===== config.mk =====
export PLATFORM = sky130hd
export DESIGN_NAME = frame_fifo_arbiter
export DESIGN_NICKNAME = d
export VERILOG_FILES = /design/src/rtl/frame_arb_pkg.sv /design/src/rtl/frame_fifo_arbiter_rr_pick.sv /design/src/rtl/frame_fifo_arbiter.sv
export SDC_FILE = /design/constraint.sdc
export NUM_CORES = 1
export LEC_CHECK = 0
export CAP_MARGIN = 20
export CORE_ASPECT_RATIO = 0.75
export CORE_MARGIN = 3
export CORE_UTILIZATION = 47
export DETAILED_ROUTE_END_ITERATION = 12
export PLACE_DENSITY = 0.95
export SYNTH_ARGS = -nofsm -noshare
export SYNTH_HDL_FRONTEND = slang
export SYNTH_SLANG_ARGS = --single-unit

===== constraint.sdc =====
create_clock -name CLK -period 6.68 [get_ports CLK]
set_input_delay 1.002 -clock CLK [delete_from_list [all_inputs] [get_ports CLK]]
set_output_delay 1.002 -clock CLK [all_outputs]
set_load 0.005 [all_outputs]

===== src/rtl/frame_arb_pkg.sv =====
// Shared types and helpers for the frame FIFO arbiter.
package frame_arb_pkg;

  typedef enum logic [1:0] {
    StIdle,
    StArb,
    StXfer,
    StDrain
  } state_e;

  // Width of a channel index; never narrower than one bit.
  function automatic int unsigned ch_idx_width(int unsigned n_ch);
    return (n_ch > 1) ? $clog2(n_ch) : 1;
  endfunction

  // 16-bit increment that sticks at all-ones.
  function automatic logic [15:0] sat_inc16(logic [15:0] v);
    return (v == 16'hFFFF) ? v : v + 16'd1;
  endfunction

endpackage


===== src/rtl/frame_fifo_arbiter_rr_pick.sv =====
// Round-robin picker: first request at or above ptr, wrapping to 0.
module rr_pick
  import frame_arb_pkg::*;
#(
  parameter int unsigned N_CH = 4,
  localparam int unsigned IDX_W = ch_idx_width(N_CH)
) (
  input  logic [N_CH-1:0]  req,
  input  logic [IDX_W-1:0] ptr,
  output logic [N_CH-1:0]  pick,
  output logic [IDX_W-1:0] pick_idx
);

  int unsigned cand;
  logic        found;

  // Scan upward from ptr; the first requesting channel wins.
  always_comb begin
    pick     = '0;
    pick_idx = '0;
    found    = 1'b0;
    cand     = 0;
    for (int unsigned i = 0; i < N_CH; i++) begin
      cand = int'(ptr) + i;
      if (cand >= N_CH) begin
        cand = cand - N_CH;
      end
      if (!found && req[cand]) begin
        found       = 1'b1;
        pick[cand]  = 1'b1;
        pick_idx    = IDX_W'(cand);
      end
    end
  end

endmodule


===== src/rtl/frame_fifo_arbiter.sv =====
// Frame-granular round-robin arbiter feeding a shared readout FIFO.
module frame_fifo_arbiter
  import frame_arb_pkg::*;
#(
  parameter int unsigned N_CH       = 4,
  parameter int unsigned DATA_WIDTH = 32,
  parameter int unsigned WATCHDOG   = 4096
) (
  input  logic                       CLK,
  input  logic                       RST_N,
  input  logic                       RUN_EN,
  input  logic                       FIFO_PROG_FULL,
  input  logic [N_CH-1:0]            REQ,
  input  logic [N_CH-1:0]            CH_VALID,
  input  logic [N_CH-1:0]            CH_LAST,
  input  logic [N_CH*DATA_WIDTH-1:0] CH_DATA,
  output logic [N_CH-1:0]            CH_READY,
  output logic [DATA_WIDTH-1:0]      FIFO_DIN,
  output logic                       FIFO_WR,
  output logic [N_CH-1:0]            GRANT,
  output logic                       BUSY,
  output logic                       FRAME_DONE,
  output logic [15:0]                TIMEOUT_CNT,
  output logic [31:0]                FRAME_CNT
);

  localparam int unsigned IDX_W = ch_idx_width(N_CH);
  localparam int unsigned WD_W  = $clog2(WATCHDOG + 1);

  state_e                state_q, state_d;
  logic [IDX_W-1:0]      ptr_q, ptr_d;
  logic [IDX_W-1:0]      gidx_q, gidx_d;
  logic [N_CH-1:0]       grant_q, grant_d;
  logic [WD_W-1:0]       wdog_q, wdog_d;
  logic [15:0]           timeout_q, timeout_d;
  logic [31:0]           frame_cnt_q, frame_cnt_d;
  logic [DATA_WIDTH-1:0] din_q, din_d;
  logic                  wr_q, wr_d;
  logic                  done_q, done_d;

  logic [N_CH-1:0]       pick;
  logic [IDX_W-1:0]      pick_idx;
  logic                  hs;
  logic                  hs_last;
  logic [DATA_WIDTH-1:0] sel_data;
  logic [IDX_W-1:0]      next_ptr;

  rr_pick #(
    .N_CH (N_CH)
  ) u_rr_pick (
    .req      (REQ),
    .ptr      (ptr_q),
    .pick     (pick),
    .pick_idx (pick_idx)
  );

  // Ready comes only from registered state, so no valid->ready loop exists.
  assign CH_READY = (state_q == StXfer || state_q == StDrain) ? grant_q : '0;
  assign hs       = |(CH_VALID & CH_READY);
  assign hs_last  = |(CH_VALID & CH_LAST & CH_READY);
  assign sel_data = CH_DATA[gidx_q*DATA_WIDTH +: DATA_WIDTH];
  assign next_ptr = (gidx_q == IDX_W'(N_CH - 1)) ? '0 : gidx_q + 1'b1;

  assign GRANT       = grant_q;
  assign BUSY        = (state_q != StIdle);
  assign FIFO_DIN    = din_q;
  assign FIFO_WR     = wr_q;
  assign FRAME_DONE  = done_q;
  assign TIMEOUT_CNT = timeout_q;
  assign FRAME_CNT   = frame_cnt_q;

  // Next-state: run control and prog-full are only looked at in IDLE.
  always_comb begin
    state_d     = state_q;
    ptr_d       = ptr_q;
    gidx_d      = gidx_q;
    grant_d     = grant_q;
    wdog_d      = wdog_q;
    timeout_d   = timeout_q;
    frame_cnt_d = frame_cnt_q;
    din_d       = din_q;
    wr_d        = 1'b0;
    done_d      = 1'b0;
    unique case (state_q)
      StIdle: begin
        if (RUN_EN && !FIFO_PROG_FULL && (|REQ)) begin
          state_d = StArb;
        end
      end
      StArb: begin
        if (|REQ) begin
          state_d = StXfer;
          grant_d = pick;
          gidx_d  = pick_idx;
          wdog_d  = '0;
        end else begin
          state_d = StIdle;
        end
      end
      StXfer: begin
        wdog_d = wdog_q + 1'b1;
        if (hs) begin
          wr_d  = 1'b1;
          din_d = sel_data;
        end
        // A last word in the expiry cycle still completes the frame normally.
        if (hs_last) begin
          done_d      = 1'b1;
          frame_cnt_d = frame_cnt_q + 32'd1;
          ptr_d       = next_ptr;
          grant_d     = '0;
          state_d     = StIdle;
        end else if (wdog_q == WD_W'(WATCHDOG - 1)) begin
          timeout_d = sat_inc16(timeout_q);
          state_d   = StDrain;
        end
      end
      StDrain: begin
        if (hs_last) begin
          ptr_d   = next_ptr;
          grant_d = '0;
          state_d = StIdle;
        end
      end
      default: state_d = StIdle;
    endcase
  end

  // State, counters and the registered FIFO write port.
  always_ff @(posedge CLK or negedge RST_N) begin
    if (!RST_N) begin
      state_q     <= StIdle;
      ptr_q       <= '0;
      gidx_q      <= '0;
      grant_q     <= '0;
      wdog_q      <= '0;
      timeout_q   <= '0;
      frame_cnt_q <= '0;
      din_q       <= '0;
      wr_q        <= 1'b0;
      done_q      <= 1'b0;
    end else begin
      state_q     <= state_d;
      ptr_q       <= ptr_d;
      gidx_q      <= gidx_d;
      grant_q     <= grant_d;
      wdog_q      <= wdog_d;
      timeout_q   <= timeout_d;
      frame_cnt_q <= frame_cnt_d;
      din_q       <= din_d;
      wr_q        <= wr_d;
      done_q      <= done_d;
    end
  end

endmodule


==> summary.md <==
| Metric | Value |
|---|---|
| Run status | completed |
| Post-synthesis cell area | 5750 um^2 |
| Share of the core filled with cells | 72.4% |
| CP Class | in -> reg |
| Area leader, netlist | dfrtp_1 |
| FILL cells | 800 |
| IO Pins | 235 |
| RSZ-0062 raised after global routing | false |
| Clock Latency Late Sink | 340 ps |
| H-tree lvl count | 3 |
| Register area | 2630 um^2 |
| Critical path peak fanout | 16 |
| Post-CTS Resized | 0 |
| Wirelength, routed | about 16000 um |
| Worst slew margin | 41.8% |
| First-pass GRT wire length | 26000 um |
| Final Hold Vio Count | 0 |
| Area share of the largest cell type after synthesis | 45.7% |
| Dpl hpwl | 12700 um |
| Yosys reg bits | about 110 |
| FMAX | 330 MHz |
| Post-route DRC violation count | 0 |
| Clock Skews | 6.73 ps |
| Antenna diodes | 0 |
| Root buffer cell | clkbuf_16 |
| Share of layout cells above drive strength 1 | 15.6% |
| Die Area | 13600 um^2 |
| Setup-failing EPs final | 0 |
| Total track usage | 24.0% |
| Gp weighted congestion | 0.872 |
| Antenna violations before repair | 0 |
| Yosys cell types | 52 |
| Seq/Total Area, Yosys | 45.7% |
| Max-cap violation count | 0 |
| PortBufs | 234 |
| Total power | 0.00273 W |
| DRT iter0 DRCs | 223 |
| Via-to-Cell Ratio | approximately 5.5 |
| CTS clk-pin slew, worst paths | 70 ps |
| Initial Utilization | approximately 50% |
| Die Y | 102 um |
| Worst-Margin Slew | 873 ps |
| Hold Buf Count CTS | 0 |
| Tmin final | 3030 ps |
| Total Neg Setup Slack | 0 ps |
| Number of flops mapped to enable cells by yosys | 0 |
| Pin count of the biggest net entering global routing | 73 |
| Total CTS buffers | 9 |
| Worst Hold Margin | ~480 ps |
| Synth area leaders | dfrtp_1 (46%), mux4_2 (14%), mux2_2 (7.0%) |
| Post-synth ARST share | 100% |
| Final Max Slew Viols | 0 |
| Synth Instances | approximately 480 |
| Final setup margin | 3650 ps |
| Leak | 3.43 nW |
| Power per cell area | between 300 and 400 nW/um^2 |
| Avg WL per Cell | 18.9 um |
| Critical Path RT | 6910 ps |
| Core area | 11800 um^2 |
| Final net count | 852 |
| CTS tree | done |
| Combined area of the multi-input logic cells | 2970 um^2 |
| Die X | about 130 um |
| Post-synth net total | 629 |
| Main flop type after synthesis | dfrtp_1 |
| Clk sinks | 105 |
| Avg Inst Size Synth | 12.1 um^2 |
| HP Class | reg -> reg |
| Peak supply drop | around 0.19 mV |
| Row Count | 34 |
| Period utilization | 45.3% |
| Postcts setup bufs | 0 |
| Synth warnings | 0 |
| Vias | between 4000 and 5000 |
| Crit. End Element | register |
| Arr. time, crit path | 3250 ps |
| Placement Setup Slack | 3360 ps |
| Antenna Nets Post-Route | 0 |
| DRT Pass-1 Iters | 4 |
| Area Growth Syn to Fin | 48.3% |
| GRT overflow | 0 |
| Number of global-route vias before repair | ~5000 |
| CP Launch Type | input pin |
| CTS max path bufs | 2 |
-- final timing paths --
check	endpoint	slack (ps)	from	cells after the start
worst min register to register	wdog_q[11]	480	wdog_q[11]	1
worst max register to register	gidx_q[1]	3930	ptr_q[0]	8
max in group asynchronous	gidx_q[0]	4790	RST_N	2
worst max-delay path	TIMEOUT_CNT[1]	3650	CH_VALID[0]	6
worst min-delay path	wdog_q[11]	480	wdog_q[11]	1
min in group asynchronous	FIFO_DIN[21]	610	RST_N	1
-- power breakdown --
part / switching (W) / total, W / internal (W)
clock network: 0.000237 / 0.000531 / 0.000294
registers: 0.000147 / 0.000942 / 0.000795
logic: 0.000494 / 0.00125 / 0.000758
total: 0.000878 / 0.00273 / 0.00185
-- sequential cells by signal, summed over array words and instances (netlist names) --
register	flops
FIFO_DIN	32
FRAME_CNT	32
TIMEOUT_CNT	16
wdog_q	13
GRANT	4
gidx_q	2
ptr_q	2
state_q	2
FIFO_WR	1
FRAME_DONE	1
-- layout by cell type, fill, tap and decap left out, types with 8 or more instances in the layout --
master             n
xor2_1             8
mux2_2            36
nand2_1           40
nand3_1           25
nor2_1            23
ha_1               9
a21oi_1           13
o21ai_0           14
dfrtp_1          104
and2_1             9
clkdlybuf4s50_1  233
mux4_2            35
clkbuf_16          9
nand4_1           15
and3_1             8
xnor2_1           39
-- logic make-up after synthesis --
group           synth area share (%)
xor+xnor                        7.16
simple gates                    14.6
mux                             21.3
fa+ha+maj                       1.96
compound gates                  6.59
buf+inv                         2.76
flops                           45.7
-- cell type report --
cell class	instances	area share, %
Multi-Input combinational cell	338	34.8
Sequential cell	105	30.8
Timing Repair Buffer	239	28.2
Clock buffer	9	2.64
Tap cell	162	2.38
Clock inverter	7	0.909
Inverter	6	0.264
-- synthesized netlist by cell type, types with 7 or more instances --
| master | count |
|---|---|
| nand4_1 | 15 |
| and2_1 | 9 |
| mux4_2 | 35 |
| xnor2_1 | 39 |
| and3_1 | 8 |
| a21oi_1 | 13 |
| dfrtp_1 | 105 |
| clkbuf_1 | 7 |
| o21ai_0 | 14 |
| mux2_2 | 36 |
| nand3_1 | 25 |
| nor2_1 | 23 |
| buf_2 | 16 |
| ha_1 | 9 |
| xor2_1 | 8 |
| nand2_1 | 40 |
-- critical path, cell delays in order --
cell and delay, ps:
clkdlybuf4s50_1 400, and3_4 170, a22o_4 270, a21oi_4 360, and4_1 640, mux2_2 400
-- layer usage --
layer | routed length [um] | track usage (%)
met5 | 0 | 0
met4 | 153 | 4.35
met3 | 1000 | 5.56
met2 | 8310 | 43.2
met1 | 6860 | 30.4
-- through the flow --
stage | area (um^2) | instances
after floorplan | 5750 | 476
after global placement | 8190 | 848
after detailed placement | 8190 | 848
after CTS | 8490 | 864
after global routing | 8530 | 866
final | 8530 | 866
No activity file was read; power rests on OpenSTA's default activity.
